--- config.mk ---
export PLATFORM = sky130hd
export DESIGN_NAME = pwl_eval
export DESIGN_NICKNAME = d
export VERILOG_FILES = /design/src/rtl/pwl_pkg.sv /design/src/rtl/sm_add.sv /design/src/rtl/pwl_eval.sv
export SDC_FILE = /design/constraint.sdc
export NUM_CORES = 1
export LEC_CHECK = 0
export CAP_MARGIN = 5
export CORE_MARGIN = 2
export CORE_UTILIZATION = 56
export DETAILED_ROUTE_END_ITERATION = 8
export GPL_TIMING_DRIVEN = 1
export PLACE_DENSITY = 0.79
export SLEW_MARGIN = 20
export SYNTH_ARGS = -nofsm -noshare
export SYNTH_HDL_FRONTEND = slang
export SYNTH_SLANG_ARGS = --single-unit
--- constraint.sdc ---
create_clock -name clk -period 6.16 [get_ports clk]
set_clock_uncertainty 0.15 [all_clocks]
set_input_delay 1.232 -clock clk [delete_from_list [all_inputs] [get_ports clk]]
set_output_delay 1.232 -clock clk [all_outputs]
set_load 0.02 [all_outputs]
--- src/rtl/pwl_pkg.sv ---
// Shared sign-magnitude types and constants for the piecewise-linear evaluator.
// Combinational helpers only; no state.
// No flow control here; used by pwl_eval and sm_add.
package pwl_pkg;

    localparam int DATA_W = 16;
    localparam int MAG_W  = 15;
    localparam int PROD_W = 2 * MAG_W;

    localparam logic [MAG_W-1:0] MAG_MAX = 15'h7FFF;

    typedef struct packed {
        logic             sign;
        logic [MAG_W-1:0] mag;
    } sm_t;

    // Fold -0 onto +0 so downstream logic sees one encoding of zero.
    function automatic sm_t sm_norm(input sm_t v);
        sm_t r;
        r = v;
        if (v.mag == '0) begin
            r.sign = 1'b0;
        end
        return r;
    endfunction

endpackage

--- src/rtl/sm_add.sv ---
// Sign-magnitude adder with magnitude clamp to MAG_MAX.
// Latency: combinational.
// No flow control; zero results are always returned as +0.
module sm_add
    import pwl_pkg::*;
(
    input  sm_t  a,
    input  sm_t  b,
    output sm_t  sum,
    output logic sat
);

    logic           a_s;
    logic           b_s;
    logic [MAG_W:0] mag_sum;

    // A zero magnitude carries no sign, whatever its sign bit says.
    assign a_s = a.sign & (a.mag != '0);
    assign b_s = b.sign & (b.mag != '0);

    // Same sign: add and clamp; different sign: larger minus smaller, larger's sign.
    always_comb begin
        sum     = '0;
        sat     = 1'b0;
        mag_sum = {1'b0, a.mag} + {1'b0, b.mag};
        if (a_s == b_s) begin
            sum.sign = a_s;
            if (mag_sum > {1'b0, MAG_MAX}) begin
                sum.mag = MAG_MAX;
                sat     = 1'b1;
            end else begin
                sum.mag = mag_sum[MAG_W-1:0];
            end
        end else if (a.mag >= b.mag) begin
            sum.sign = a_s;
            sum.mag  = a.mag - b.mag;
        end else begin
            sum.sign = b_s;
            sum.mag  = b.mag - a.mag;
        end
        if (sum.mag == '0) begin
            sum.sign = 1'b0;
        end
    end

endmodule

--- src/rtl/pwl_eval.sv ---
// Sign-magnitude y = m*x + c with saturation; optional sat counter (PWL_EVAL_SAT_CNT_EN).
// Latency: 3 cycles from accept to out_valid, 1 result per cycle.
// Backpressure: single global advance; whole pipe freezes while out_valid && !out_ready.
module pwl_eval
    import pwl_pkg::*;
#(
    parameter int FRAC_W = 8
) (
    input  logic              clk,
    input  logic              reset,
    input  logic              in_valid,
    output logic              in_ready,
    input  logic [DATA_W-1:0] data,
    input  logic [DATA_W-1:0] m,
    input  logic [DATA_W-1:0] c,
    output logic              out_valid,
    input  logic              out_ready,
    output logic [DATA_W-1:0] y,
    output logic              sat,
    output logic [DATA_W-1:0] sat_count
);

    logic              adv;

    logic              s1_vld_q;
    sm_t               s1_x_q;
    sm_t               s1_m_q;
    sm_t               s1_c_q;

    logic              s2_vld_q;
    logic [PROD_W-1:0] s2_prod_q;
    logic              s2_sign_q;
    sm_t               s2_c_q;

    logic              out_vld_q;
    sm_t               y_q;
    logic              sat_q;

    logic [PROD_W-1:0] prod_d;
    logic              sign_d;
    logic [PROD_W-1:0] scaled;
    logic              prod_sat;
    sm_t               prod_sm;
    sm_t               y_d;
    logic              add_sat;
    logic              sat_d;

    // The pipe moves only when the output slot is empty or being drained.
    assign adv      = !out_vld_q || out_ready;
    assign in_ready = adv;

    assign prod_d = PROD_W'(s1_x_q.mag) * PROD_W'(s1_m_q.mag);
    assign sign_d = s1_x_q.sign ^ s1_m_q.sign;

    // Truncating rescale of the product, clamped to the 15-bit magnitude range.
    always_comb begin
        scaled       = s2_prod_q >> FRAC_W;
        prod_sat     = scaled > PROD_W'(MAG_MAX);
        prod_sm      = '0;
        prod_sm.sign = s2_sign_q;
        prod_sm.mag  = prod_sat ? MAG_MAX : scaled[MAG_W-1:0];
    end

    sm_add u_add (
        .a   (prod_sm),
        .b   (s2_c_q),
        .sum (y_d),
        .sat (add_sat)
    );

    assign sat_d = prod_sat || add_sat;

    // All three stages share one enable so ordering is preserved under any stall.
    always_ff @(posedge clk) begin
        if (reset) begin
            s1_vld_q  <= 1'b0;
            s1_x_q    <= '0;
            s1_m_q    <= '0;
            s1_c_q    <= '0;
            s2_vld_q  <= 1'b0;
            s2_prod_q <= '0;
            s2_sign_q <= 1'b0;
            s2_c_q    <= '0;
            out_vld_q <= 1'b0;
            y_q       <= '0;
            sat_q     <= 1'b0;
        end else if (adv) begin
            s1_vld_q  <= in_valid;
            s1_x_q    <= sm_norm(sm_t'(data));
            s1_m_q    <= sm_norm(sm_t'(m));
            s1_c_q    <= sm_norm(sm_t'(c));
            s2_vld_q  <= s1_vld_q;
            s2_prod_q <= prod_d;
            s2_sign_q <= sign_d;
            s2_c_q    <= s1_c_q;
            out_vld_q <= s2_vld_q;
            y_q       <= y_d;
            sat_q     <= sat_d;
        end
    end

    assign out_valid = out_vld_q;
    assign y         = y_q;
    assign sat       = sat_q;

`ifdef PWL_EVAL_SAT_CNT_EN
    logic [DATA_W-1:0] sat_cnt_q;
    logic [DATA_W-1:0] sat_cnt_d;

    // Count delivered saturated results, sticking at all-ones.
    always_comb begin
        sat_cnt_d = sat_cnt_q;
        if (out_vld_q && out_ready && sat_q && (sat_cnt_q != '1)) begin
            sat_cnt_d = sat_cnt_q + 16'd1;
        end
    end

    // Saturation counter register.
    always_ff @(posedge clk) begin
        if (reset) begin
            sat_cnt_q <= '0;
        end else begin
            sat_cnt_q <= sat_cnt_d;
        end
    end

    assign sat_count = sat_cnt_q;
`else
    assign sat_count = '0;
`endif

endmodule

# == Word level (Yosys, flattened, before mapping) ==
# Cells that the tools add are included.
# word_totals
reg_bits,115
latchBits,0
mem_bits_rw,0
romBits,0
inputBits,52
wordCells,46
n_memories,0
# classes
n_addsub,3
mul,1
div,0
n_lt_le_gt_ge,3
n_eq_ne,1
n_shift,0
n_mux,10
bitwise_logic,3
reduce_logical,9
# op_table
operator,n
zero test 15 bit,4
two-way mux 16 bit,2
multiplier 15 x 15 -> 30 bit,1
two-way mux 15 bit,2
nonzero test 15 bit,2
subtractor 15 bit,2
"greater-than comparator 22 x 15 -> 1 bit, second input constant",1
adder 15 x 15 -> 16 bit,1
"greater-than comparator 16 x 15 -> 1 bit, second input constant",1
greater-or-equal comparator 15 bit,1
two-way mux 1 bit,6
bitwise AND 1 bit,2
logical OR 1 bit,2
== test 1 bit,1
zero test 1 bit,1
bitwise XOR 1 bit,1

# == Longest topological paths before layout ==
# Gate-level depths: netlist (run 1).
# logic_depth
ltp_word,8
ltp_mapped,26
ltp_nobuf,25

# == Modules after synthesis ==
# Synthesis (run 1) repeated with hierarchy kept, for this count alone.
# hier_totals
cells_unflattened,1765
area_unflattened_um2,14158.6
# modules_own_cells
module,n_inst,cells_each,area_each_um2,seq_area_each_um2
pwl_eval,1,1386,11519.8,2142.1
sm_add,1,379,2638.8,0.0

# == Worst setup path before layout (run 1) ==
# No wires, ideal clock.
# synth_timing
path_type,reg-to-reg
from,register s1_m_q[0] (netlist name)
to,register s2_prod_q[29]
setup_ns,0.135
arrival_ns,6.049
path_slack_ns,-0.174
stages_incl_launch_ff,26
n_path_buf,1
synth_period_minus_slack_ns,6.334
cell_sequence,dfxtp_1 -> clkbuf_1 -> and2_1 -> fa_1 -> inv_1 -> fa_1 -> inv_1 -> fa_1 -> inv_1 -> fa_1 -> inv_1 -> fa_1 -> inv_1 -> fa_1 -> inv_1 -> ha_1 -> a21o_1 -> a21o_1 -> a21o_1 -> o31ai_1 -> nand2_1 -> a31o_2 -> a21o_1 -> a21o_1 -> nor4b_1 -> a2111oi_0
# synth_between
elab_chain_len,1
# synth_rtl
element,line,rtl
from (decl),pwl_eval.sv:27,sm_t s1_m_q;
from (signal assigned),pwl_eval.sv:90,s1_m_q <= sm_norm(sm_t'(m));
multiplier 15 x 15 -> 30 bit,pwl_eval.sv:52,assign prod_d = PROD_W'(s1_x_q.mag) * PROD_W'(s1_m_q.mag);
to (signal assigned),pwl_eval.sv:93,s2_prod_q <= prod_d;
to (decl),pwl_eval.sv:31,logic [PROD_W-1:0] s2_prod_q;
# Every way passes these cells.
# A chain may end at the register's enable or synchronous reset.

# == Worst setup path after layout (run 1) ==
# layout_timing
from,register s1_m_q[5] (netlist name)
to,register s2_prod_q[28]
# The elaborated chain is that of the path after synthesis.

==> impl_metrics.csv, run 1 <==
group,metric,value,unit
status,status,"finished, violations left",
status,violations,"negative setup slack",
min_path,hold_path_class,"reg2reg",
routing,ant_nets,0,
die,io_pins,87,
die,core-area,23600,µm²
routing,drt-wirelength-per-cell,17.6,µm
sta,setup_ws,-0.140,ns
routing,drt_wl_total,36.7,mm
clock_tree,numCtsBuffers,9,
clock_tree,ctsHtreeMaxLevel,3,
setup_path,critPathCaptureType,"register",
sta,finalSetupTns,-0.373,ns
global_route,grt_overflow,0,
clock_tree,cts_tree,"done",
yosys,async_flop_share,0,%
setup_path,crit_arrival,6.43,ns
sta,rsz0062_at_grt,"yes",
sta,final-hold-violation-count,0,
routing,drt_pass1_iterations,5,
yosys,synth_top_cell_by_area,"fa_1",
yosys,seq_area_frac_synth,15.8,%
flow_run,drv_cap,0,
yosys,syn_inst,1664,
yosys,yosys.cell_types.count,71,
power_and_ir_drop,p_leak,7.70,nW
yosys,ys_warn_count,0,
sta,slew_headroom,36.8,%
clock_tree,cts_root_buffer,"clkbuf_16",
die,chipHeight,160,µm
global_route,grt_pass1_wl,59.8,mm
finish,fillCellCount,1954,
clock_tree,clk_path_buf_depth,2,
die,die_area,25500,µm²
finish,nets,2121,
setup_path,r2r_cells,25,
sta,setup_viol,4,
finish,final_cells,2089,
setup_path,critPathRequiredTime,6.29,ns
die,fp-row-count,56,
min_path,min_to,"s2_c_q[8]$_SDFFE_PP0P_",
place,placed_cell_area,15000,µm²
clock_tree,clock-sinks,107,
setup_path,r2r_start,"s1_m_q[5]$_SDFFE_PP0P_",
min_path,min-delay-start,"s1_c_q[8]$_SDFFE_PP0P_",
yosys,avgSynthCellArea,8.15,µm²
place,pre_cts_slack,-0.290,ns
power_and_ir_drop,ir_drop,0.171,mV
setup_path,regToRegSetupSlack,-0.14,ns
place,hpwl,29.3,mm
sta,fmax,159,MHz
finish,drive_gt1_share,11.4,%
yosys,ys_ff_latch,107,
yosys,yosys-top-cells-area,"fa_1 (25%), dfxtp_1 (16%), ha_1 (12%), nand2_1 (7.8%), inv_1 (6.9%)",
yosys,synth_top_cell_area_share,24.9,%
place,dp_cells,2065,
clock_tree,clk_pin_slew,0.10,ns
sta,max_slew.worst_pin.slew,0.948,ns
sta,slew_violations,0,
die,initial_core_util,57.4,%
sta,holdWs,0.301,ns
setup_path,path_class,"reg2reg",
clock_tree,clock_latency,0.38,ns
setup_path,cp_max_fo,4,
routing,drt-vias-per-instance,5.64,
yosys,syn_area,13600,µm²
place,io_buffers,70,
finish,final_area,15600,µm²
yosys,synth_edf_count,0,
setup_path,critPathLaunchType,"register",
sta,fin_crit_sh,102,%
global_route,grtUsageTotal,29.2,%
global_route,grt_pass1_vias,11854,
place,gp_congestion,0.945,
finish,syn2layout_area_growth,14.8,%
power_and_ir_drop,powerDensity,251,nW/µm²
global_route,antenna_found_initial,1,
yosys,synth_top_flop_cell,"dfxtp_1",
global_route,grt_max_degree,93,
sta,period_needed,6.30,ns
power_and_ir_drop,p_total,3.90,mW
setup_path,r2r-end,"s2_prod_q[28]$_SDFFE_PP0P_",
finish,final_util,65.9,%
routing,drtIter0Drc,942,
routing,route.vias.total,11786,
routing,drc,0,
die,die_w,160,µm
finish,antenna_cells,0,
min_path,holdPathStages,2,
==> critical path: stages (launching register included) <==
cell and delay, ns:
dfxtp_4 0.38, buf_6 0.12, and2_4 0.13, fa_1 0.49
inv_2 0.04, fa_1 0.51, inv_2 0.04, fa_1 0.52
inv_1 0.05, fa_1 0.47, inv_1 0.05, fa_1 0.48
inv_2 0.04, fa_1 0.55, inv_2 0.05, ha_4 0.21
a21o_1 0.19, a21o_1 0.19, a21o_1 0.20, o31ai_2 0.23
nand2_1 0.13, a31o_2 0.23, a21o_1 0.16, a21o_1 0.21
buf_4 0.15, a211o_1 0.24
==> layout make-up <==
type / count / area [µm²] / share of cell area [%]
clock buffer: 9 / 225 / 1.45
clock inverter: 7 / 96.3 / 0.619
inverter: 251 / 943 / 6.06
tap: 319 / 399 / 2.56
multi-input combinational: 1220 / 10200 / 65.6
sequential: 107 / 2180 / 14.0
timing repair buffer: 176 / 1520 / 9.77
==> kinds of logic (layout without fill, tap and decap cells) <==
group	after synthesis	count (layout)	share of synthesized area, %
AOI/OAI and AO/OA	265	265	12.3
xor gates and xnor gates	22	22	1.42
adders and majority gates	304	304	37.4
buffers and inverters	352	443	10.4
DFF	107	107	15.8
muxes	10	10	0.766
other	1	16	0.0277
and+or+nand+nor	603	603	21.8
==> synthesized netlist by cell type (8+ instances only) <==
cell type and number:
a211oi_1 19, a21o_1 18, a21oi_1 126, a31oi_1 9
and2_1 134, buf_2 9, buf_4 18, clkbuf_1 70
dfxtp_1 107, fa_1 169, ha_1 135, inv_1 251
nand2_1 281, nand2b_1 9, nand3_1 13, nand4_1 13
nor2_1 56, nor2b_1 8, nor3_1 18, nor4_1 16
o211ai_1 8, o21ai_0 31, or2_2 15, xnor2_1 14
xor2_1 8
==> cell usage in the layout (no fill, tap or decap), types with 5 or more instances in the layout <==
master             n
o21ai_0           27
dfxtp_1           90
nor3_1            18
dfxtp_2           12
mux2i_1            7
clkdlybuf4s50_1   69
xnor2_1           14
and2_1           128
nor4_1            16
buf_4            102
dfxtp_4            5
nand3_1           13
inv_2              7
nor3b_1            5
xor2_1             8
a21oi_2            5
a21o_1            18
a21oi_1          121
inv_1            243
a31oi_1            9
or3_1              6
and3_1             6
ha_1             131
a211oi_1          19
nor2_1            55
nor2b_1            7
fa_1             168
or2_2             15
conb_1            16
nand4_1           13
o211ai_1           8
nand2b_1           9
clkbuf_16          9
nand2_1          281
a211o_1            5
and2_4             5
==> routing by layer <==
metal	share of wire (%)	global-route usage [%]	up-vias
li1	-	-	5500
met1	42	38.7	5710
met2	47	47.7	487
met3	8.2	6.16	87
met4	3.3	10.2	2
met5	0.033	0	-
==> repair_timing <==
action,in CTS,in global routing
resized for setup,38,21
setup buffers,6,2
endpoints found under the setup margin,9,15
hold buffers,0,0
pin swaps,11,15
==> worst max-delay path by stage <==
stage,startpoint,end,slack (ns),cells after the start
finish,s1_m_q[5]$_SDFFE_PP0P_,s2_prod_q[28]$_SDFFE_PP0P_,-0.14,25
CTS,s1_m_q[5]$_SDFFE_PP0P_,s2_prod_q[29]$_SDFFE_PP0P_,-0.13,25
global placement,s1_m_q[0]$_SDFFE_PP0P_,s2_prod_q[29]$_SDFFE_PP0P_,-0.15,23
detailed placement,s1_m_q[1]$_SDFFE_PP0P_,s2_prod_q[28]$_SDFFE_PP0P_,-0.29,24
floorplan,s1_m_q[0]$_SDFFE_PP0P_,s2_prod_q[29]$_SDFFE_PP0P_,-0.007,24
global route,s1_m_q[0]$_SDFFE_PP0P_,s2_prod_q[29]$_SDFFE_PP0P_,-0.36,22
==> state kept, by name, summed over array words and instances (netlist names), 16 cells and up <==
| register | count |
|---|---|
| s1_m_q | 16 |
| s1_c_q | 16 |
| s1_x_q | 16 |
| y | 16 |
| s2_prod_q | 22 |
| s2_c_q | 16 |
==> report_power, final <==
group / internal, mW / total (mW) / switching, mW
clock: 0.305 / 0.662 / 0.356
combinational: 0.988 / 2.35 / 1.36
sequential: 0.802 / 0.896 / 0.0944
(Power assumes the default switching activity.)
==> inputs of run 2 (changes only) <==
Settings changed: CORE_MARGIN 2 to not set, CORE_UTILIZATION 56 to 45, PLACE_DENSITY 0.79 to 0.66.
==> run 2 against run 1 <==
  * Total power is 0.57% higher
  * Worst hold slack better by 0.0016 ns
  * Register-to-register slack better by 0.05 ns
  * Critical path depth is 1 lower
  * Worst setup slack better by 0.049 ns
  * Non-clock buffer count is 10 higher
  * Cell count is 3.8% higher
  * Sequential cell count stayed put
  * The flow still finishes with violations (negative setup slack)
  * Via count is 2.2% lower
  * Critical path type unchanged
  * Wire length is 3.0% lower
==> impl_metrics.csv, run 2 (synthesized netlist as in run 1, its figures left out) <==
group,metric,value,unit
status,status,"finished, violations left",
status,violations,"negative setup slack",
setup_path,path_cells,"and2_4, fa_1, inv_1, fa_1, inv_2, fa_1, inv_1, fa_1, inv_1, fa_1, inv_1, fa_1, inv_2, ha_4, a21o_1, a21o_1, a21o_1, o31ai_4, nand2_2, a31o_4, a21o_1, a21o_1, buf_6, a211o_1",
die,io_pins,87,
min_path,min_to,"s1_vld_q$_SDFFE_PP0P_",
sta,max_slew.worst_pin.slew,0.881,ns
setup_path,r2r-end,"s2_prod_q[28]$_SDFFE_PP0P_",
die,die_w,176,µm
finish,multi_input_comb_area,10300,µm²
clock_tree,hold_buffers,0,
sta,period_needed,6.25,ns
finish,final_common_cell,"nand2_1",
finish,regMostFlops,"s2_prod_q",
global_route,grtUsageTotal,24.2,%
finish,fillCellCount,2818,
routing,drt-wirelength-per-cell,16.4,µm
place,hpwl,28.6,mm
global_route,grt_max_degree,65,
clock_tree,numCtsBuffers,9,
place,placed_cell_area,15200,µm²
global_route,grt_overflow,0,
sta,holdWs,0.303,ns
global_route,antenna_found_initial,1,
clock_tree,clock_latency,0.37,ns
finish,seq_area,2190,µm²
sta,slew_headroom,40.7,%
min_path,holdPathStages,2,
setup_path,r2r_cells,24,
clock_tree,cts_root_buffer,"clkbuf_16",
die,die_area,30800,µm²
finish,syn2layout_area_growth,16.9,%
power_and_ir_drop,ir_drop,0.162,mV
setup_path,r2r_start,"s1_m_q[0]$_SDFFE_PP0P_",
clock_tree,clock-sinks,107,
finish,largest_reg_flops,22,
min_path,hold_path_class,"reg2reg",
setup_path,cp_max_fo,8,
setup_path,cpMostUsedCell,"fa_1",
clock_tree,clk_path_buf_depth,2,
finish,drive_gt1_share,12.8,%
finish,final_cell_mix,"nand2_1 (280), inv_1 (241), fa_1 (166)",
routing,drt-vias-per-instance,5.32,
clock_tree,cts_tree,"done",
sta,fmax,160,MHz
sta,slew_violations,0,
setup_path,path_class,"reg2reg",
setup_path,critPathTopFamily,"adder cells",
routing,drt_pass1_iterations,7,
sta,setup_ws,-0.0907,ns
place,pre_cts_slack,-0.309,ns
routing,ant_nets,0,
power_and_ir_drop,p_leak,7.77,nW
finish,nets,2131,
min_path,min-delay-start,"s1_vld_q$_SDFFE_PP0P_",
die,chipHeight,176,µm
sta,fin_crit_sh,101,%
die,core-area,29600,µm²
global_route,grt_pass1_vias,11712,
setup_path,critPathRequiredTime,6.27,ns
sta,rsz0062_at_grt,"yes",
flow_run,drv_cap,0,
place,gp_congestion,0.889,
global_route,grt_pass1_wl,59.4,mm
setup_path,regToRegSetupSlack,-0.09,ns
sta,setup_viol,5,
clock_tree,ctsHtreeMaxLevel,3,
setup_path,crit_arrival,6.37,ns
die,fp-row-count,63,
place,io_buffers,70,
power_and_ir_drop,powerDensity,248,nW/µm²
setup_path,slowest_delay,0.55,ns
die,initial_core_util,45.8,%
routing,drt_wl_total,35.6,mm
setup_path,critPathCaptureType,"register",
sta,finalSetupTns,-0.249,ns
routing,drtIter0Drc,745,
routing,drc,0,
finish,antenna_cells,0,
setup_path,crit_buf_inv,7,
finish,final_area,15900,µm²
sta,final-hold-violation-count,0,
clock_tree,clk_pin_slew,0.08,ns
routing,route.vias.total,11530,
setup_path,cp_slowest_cell,"fa_1",
setup_path,critPathLaunchType,"register",
==> run 2: worst max path at each step <==
| stage | cells past startpoint | slack (ns) | from | end |
|---|---|---|---|---|
| final | 24 | -0.09 | s1_m_q[0]$_SDFFE_PP0P_ | s2_prod_q[28]$_SDFFE_PP0P_ |
| after global routing | 22 | -0.25 | s1_x_q[11]$_SDFFE_PP0P_ | s2_prod_q[28]$_SDFFE_PP0P_ |
| after CTS | 24 | -0.14 | s1_m_q[0]$_SDFFE_PP0P_ | s2_prod_q[29]$_SDFFE_PP0P_ |
| after detailed placement | 22 | -0.31 | s1_m_q[0]$_SDFFE_PP0P_ | s2_prod_q[29]$_SDFFE_PP0P_ |
| after global placement | 23 | -0.24 | s1_m_q[0]$_SDFFE_PP0P_ | s2_prod_q[29]$_SDFFE_PP0P_ |
| after floorplan | 24 | -0.007 | s1_m_q[0]$_SDFFE_PP0P_ | s2_prod_q[29]$_SDFFE_PP0P_ |
==> run 2: per-stage QoR <==
step                instances  power [mW]  utilization, %
floorplan                1679        2.46               -
global placement         2147        3.16            51.4
detailed placement       2147        3.19            51.4
CTS                      2166        3.89            53.1
global route             2169        4.24            53.5
finish                   2169        3.93            53.5
==> run 2: worst min-delay path, stage by stage (launching register included) <==
cell and delay [ns]:
dfxtp_1 0.31, nand2_1 0.05, a21oi_1 0.05
==> run 2: repair_timing <==
action | 4_1_cts | 5_1_grt
resized for setup | 53 | 27
buffers inserted | 4 | 3
setup endpoints to repair | 13 | 14
pin swaps | 30 | 19
==> run 2: where the power goes <==
part | total [mW] | switching [mW] | internal, mW
Clock | 0.655 | 0.327 | 0.329
Sequential | 0.893 | 0.0915 | 0.801
Combinational | 2.38 | 1.36 | 1.02
==> run 2: cell type report <==
type	count	share of cell area, %
sequential	107	13.8
clock inverter	6	0.623
timing repair buffer	186	10.1
inverter	251	5.95
clock buffer	9	1.42
tap	390	3.08
multi-input combinational	1220	65.0
==> run 2: layer usage <==
| metal | global-route usage, % | wire (µm) | vias to the layer above |
|---|---|---|---|
| met2 | 39.3 | 16500 | 275 |
| li1 | - | - | 5519 |
| met1 | 33.9 | 16900 | 5685 |
| met3 | 3.03 | 1490 | 49 |
| met4 | 6.16 | 682 | 2 |
| met5 | 0 | 10 | - |
==> inputs of run 3 (changes only) <==
Settings changed: CTS_CLUSTER_DIAMETER set to 150, PLACE_DENSITY 0.66 to 0.77.
==> run 3 against run 2 <==
  * The run still ends with negative setup slack left
  * Global-route usage up 0.091 points
  * Non-clock buffer count down 17
  * Sequential share of layout area up 0.084 points
  * Critical path depth down 2
  * Combinational power down 2%
  * Total power down 0.32%
  * Via count up 2.0%
  * Worst hold slack worse by 0.00063 ns
  * Clock power up 3.4%
  * Sequential cell count unchanged
  * Critical path type unchanged
  * Critical endpoint is now s2_prod_q[29]$_SDFFE_PP0P_
==> impl_metrics.csv, run 3 (synthesized netlist as in run 1, its figures left out) <==
group,metric,value,unit
die,die_w,176,µm
setup_path,critPathCaptureType,"register",
power_and_ir_drop,p_seq_share,22.9,%
setup_path,r2r_start,"s1_x_q[8]$_SDFFE_PP0P_",
setup_path,crit_arrival,6.38,ns
die,die_area,30800,µm²
sta,max_slew.worst_pin.slew,0.851,ns
sta,setup_ws,-0.101,ns
place,hpwl,28.8,mm
global_route,grt_max_degree,112,
place,gp_congestion,0.928,
sta,finalSetupTns,-0.297,ns
power_and_ir_drop,p_sw,1.80,mW
setup_path,path_cells,"buf_6, and2_1, fa_1, fa_1, inv_1, fa_1, fa_1, fa_1, fa_1, inv_1, ha_1, buf_4, o21ai_2, nand2b_1, nand2_1, a21oi_2, o31ai_2, nand2_1, a31o_2, a21o_1, a21o_4, a2111oi_2",
setup_path,slowest_delay,0.56,ns
routing,top_layer,"met4",
sta,setup_viol,4,
global_route,grt_pass1_vias,11735,
routing,route.vias.total,11760,
setup_path,cpMostUsedCell,"fa_1",
sta,rsz0062_at_grt,"yes",
die,io_pins,87,
routing,drtIter0Drc,728,
setup_path,crit_buf_inv,4,
min_path,holdPathStages,2,
clock_tree,ctsHtreeMaxLevel,3,
min_path,hold_path_class,"reg2reg",
setup_path,critPathTopFamily,"adder cells",
power_and_ir_drop,p_leak,7.70,nW
setup_path,regToRegSetupSlack,-0.10,ns
global_route,antenna_found_initial,2,
routing,drc,0,
die,initial_core_util,45.8,%
finish,fillCellCount,2723,
finish,nets,2114,
setup_path,cp_slowest_cell,"fa_1",
finish,final_common_cell,"nand2_1",
sta,slew_headroom,43.3,%
sta,fin_crit_sh,102,%
clock_tree,clock_latency,0.38,ns
die,chipHeight,176,µm
status,status,"finished, violations left",
setup_path,path_class,"reg2reg",
finish,largest_reg_flops,22,
place,io_buffers,70,
finish,drive_gt1_share,11.5,%
power_and_ir_drop,p_clk_share,17.3,%
setup_path,critPathLaunchType,"register",
sta,period_needed,6.26,ns
flow_run,drv_cap,0,
clock_tree,clock-sinks,107,
clock_tree,cts_root_buffer,"clkbuf_16",
finish,final_cell_mix,"nand2_1 (281), inv_1 (244), fa_1 (167)",
sta,slew_violations,0,
routing,drt-wirelength-per-cell,17.0,µm
clock_tree,clk_path_buf_depth,2,
routing,wl_met3,2.28,mm
finish,final_util,52.9,%
die,core-area,29600,µm²
sta,fmax,160,MHz
sta,final-hold-violation-count,0,
min_path,min-delay-start,"s1_c_q[0]$_SDFFE_PP0P_",
die,fp-row-count,63,
setup_path,cp_max_fo,10,
routing,ant_nets,0,
status,violations,"negative setup slack",
clock_tree,numCtsBuffers,9,
power_and_ir_drop,ir_drop,0.170,mV
min_path,min_to,"s2_c_q[0]$_SDFFE_PP0P_",
setup_path,critPathRequiredTime,6.28,ns
finish,syn2layout_area_growth,15.7,%
power_and_ir_drop,comb_power_share,59.8,%
power_and_ir_drop,swShare,46.1,%
power_and_ir_drop,powerDensity,250,nW/µm²
power_and_ir_drop,p_int,2.11,mW
routing,drt_wl_total,36.6,mm
clock_tree,clk_pin_slew,0.09,ns
clock_tree,cts_tree,"done",
global_route,grtUsageTotal,24.3,%
routing,met1_length,15.8,mm
global_route,grt_pass1_wl,59.5,mm
clock_tree,hold_buffers,0,
finish,regMostFlops,"s2_prod_q",
routing,drt_pass1_iterations,6,
global_route,grt_overflow,0,
setup_path,r2r-end,"s2_prod_q[29]$_SDFFE_PP0P_",
routing,met2RoutedLength,17.5,mm
routing,drt-vias-per-instance,5.46,
setup_path,r2r_cells,22,
## run 3: cell count changes in the layout (fill, tap and decap cells not counted), moves of 4 or more
cell / previous run / this run
and2_1: 130 / 125
and2_4: 4 / 9
buf_4: 113 / 89
buf_6: 2 / 9
dfxtp_2: 14 / 18
dfxtp_4: 9 / 5
## run 3: per-stage QoR
step | area [µm²] | hold slack, ns | cells | total power [mW] | setup WS [ns]
4_1_cts | 15600 | 0.303 | 2153 | 3.87 | -0.133
3_5_place_dp | 15100 | 0.295 | 2131 | 3.15 | -0.296
5_1_grt | 15700 | 0.329 | 2154 | 4.18 | -0.275
2_1_floorplan | 13700 | 0.282 | 1679 | 2.46 | -0.00730
3_3_place_gp | 15100 | 0.290 | 2131 | 3.11 | -0.100
6_report | 15700 | 0.302 | 2154 | 3.91 | -0.101
## run 3: power groups by stage
stage          registers, mW  clock network (mW)  logic [mW]
2_1_floorplan          0.931                   0        1.53
3_3_place_gp           0.907                   0        2.20
3_5_place_dp           0.910                   0        2.24
4_1_cts                0.896               0.678        2.30
5_1_grt                0.913               0.705        2.56
6_report               0.896               0.677        2.34
## run 3: tightest hold or removal path, stage by stage (launching register included)
cell and delay, ns:
dfxtp_1 0.32, nand2_1 0.05, a21oi_1 0.05
## run 3: what timing repair did
| item | in CTS | in global routing |
|---|---|---|
| gates resized for setup | 60 | 14 |
| pin swaps | 40 | 15 |
| hold endpoints to repair | 0 | 0 |
| setup endpoints to repair | 11 | 14 |
| setup buffers | 7 | 0 |
## run 3: metal layers
| layer | track usage, % | up-vias |
|---|---|---|
| li1 | - | 5499 |
| met1 | 33.5 | 5742 |
| met2 | 39.2 | 439 |
| met3 | 3.07 | 80 |
| met4 | 8.19 | 0 |
| met5 | 0 | - |
## run 3: layout make-up
cell class                      count  area, µm²  share of cell area [%]
Timing Repair Buffer              169       1500                    9.53
Tap cell                          390        488                    3.11
Inverter                          251        943                    6.01
Antenna cell                        1       2.50                  0.0160
Sequential cell                   107       2180                    13.9
Clock inverter                      7        110                   0.702
Clock buffer                        9        225                    1.44
Multi-Input combinational cell   1220      10200                    65.3
## run 3: worst max path at each step
stage,startpoint,slack [ns],end,cells after the start
after CTS,s1_m_q[2]$_SDFFE_PP0P_,-0.13,s2_prod_q[29]$_SDFFE_PP0P_,23
after global routing,s1_m_q[5]$_SDFFE_PP0P_,-0.27,s2_prod_q[29]$_SDFFE_PP0P_,25
after global placement,s1_m_q[0]$_SDFFE_PP0P_,-0.10,s2_prod_q[29]$_SDFFE_PP0P_,23
final,s1_x_q[8]$_SDFFE_PP0P_,-0.10,s2_prod_q[29]$_SDFFE_PP0P_,22
after detailed placement,s1_m_q[3]$_SDFFE_PP0P_,-0.30,s2_prod_q[29]$_SDFFE_PP0P_,24
after floorplan,s1_m_q[0]$_SDFFE_PP0P_,-0.007,s2_prod_q[29]$_SDFFE_PP0P_,24
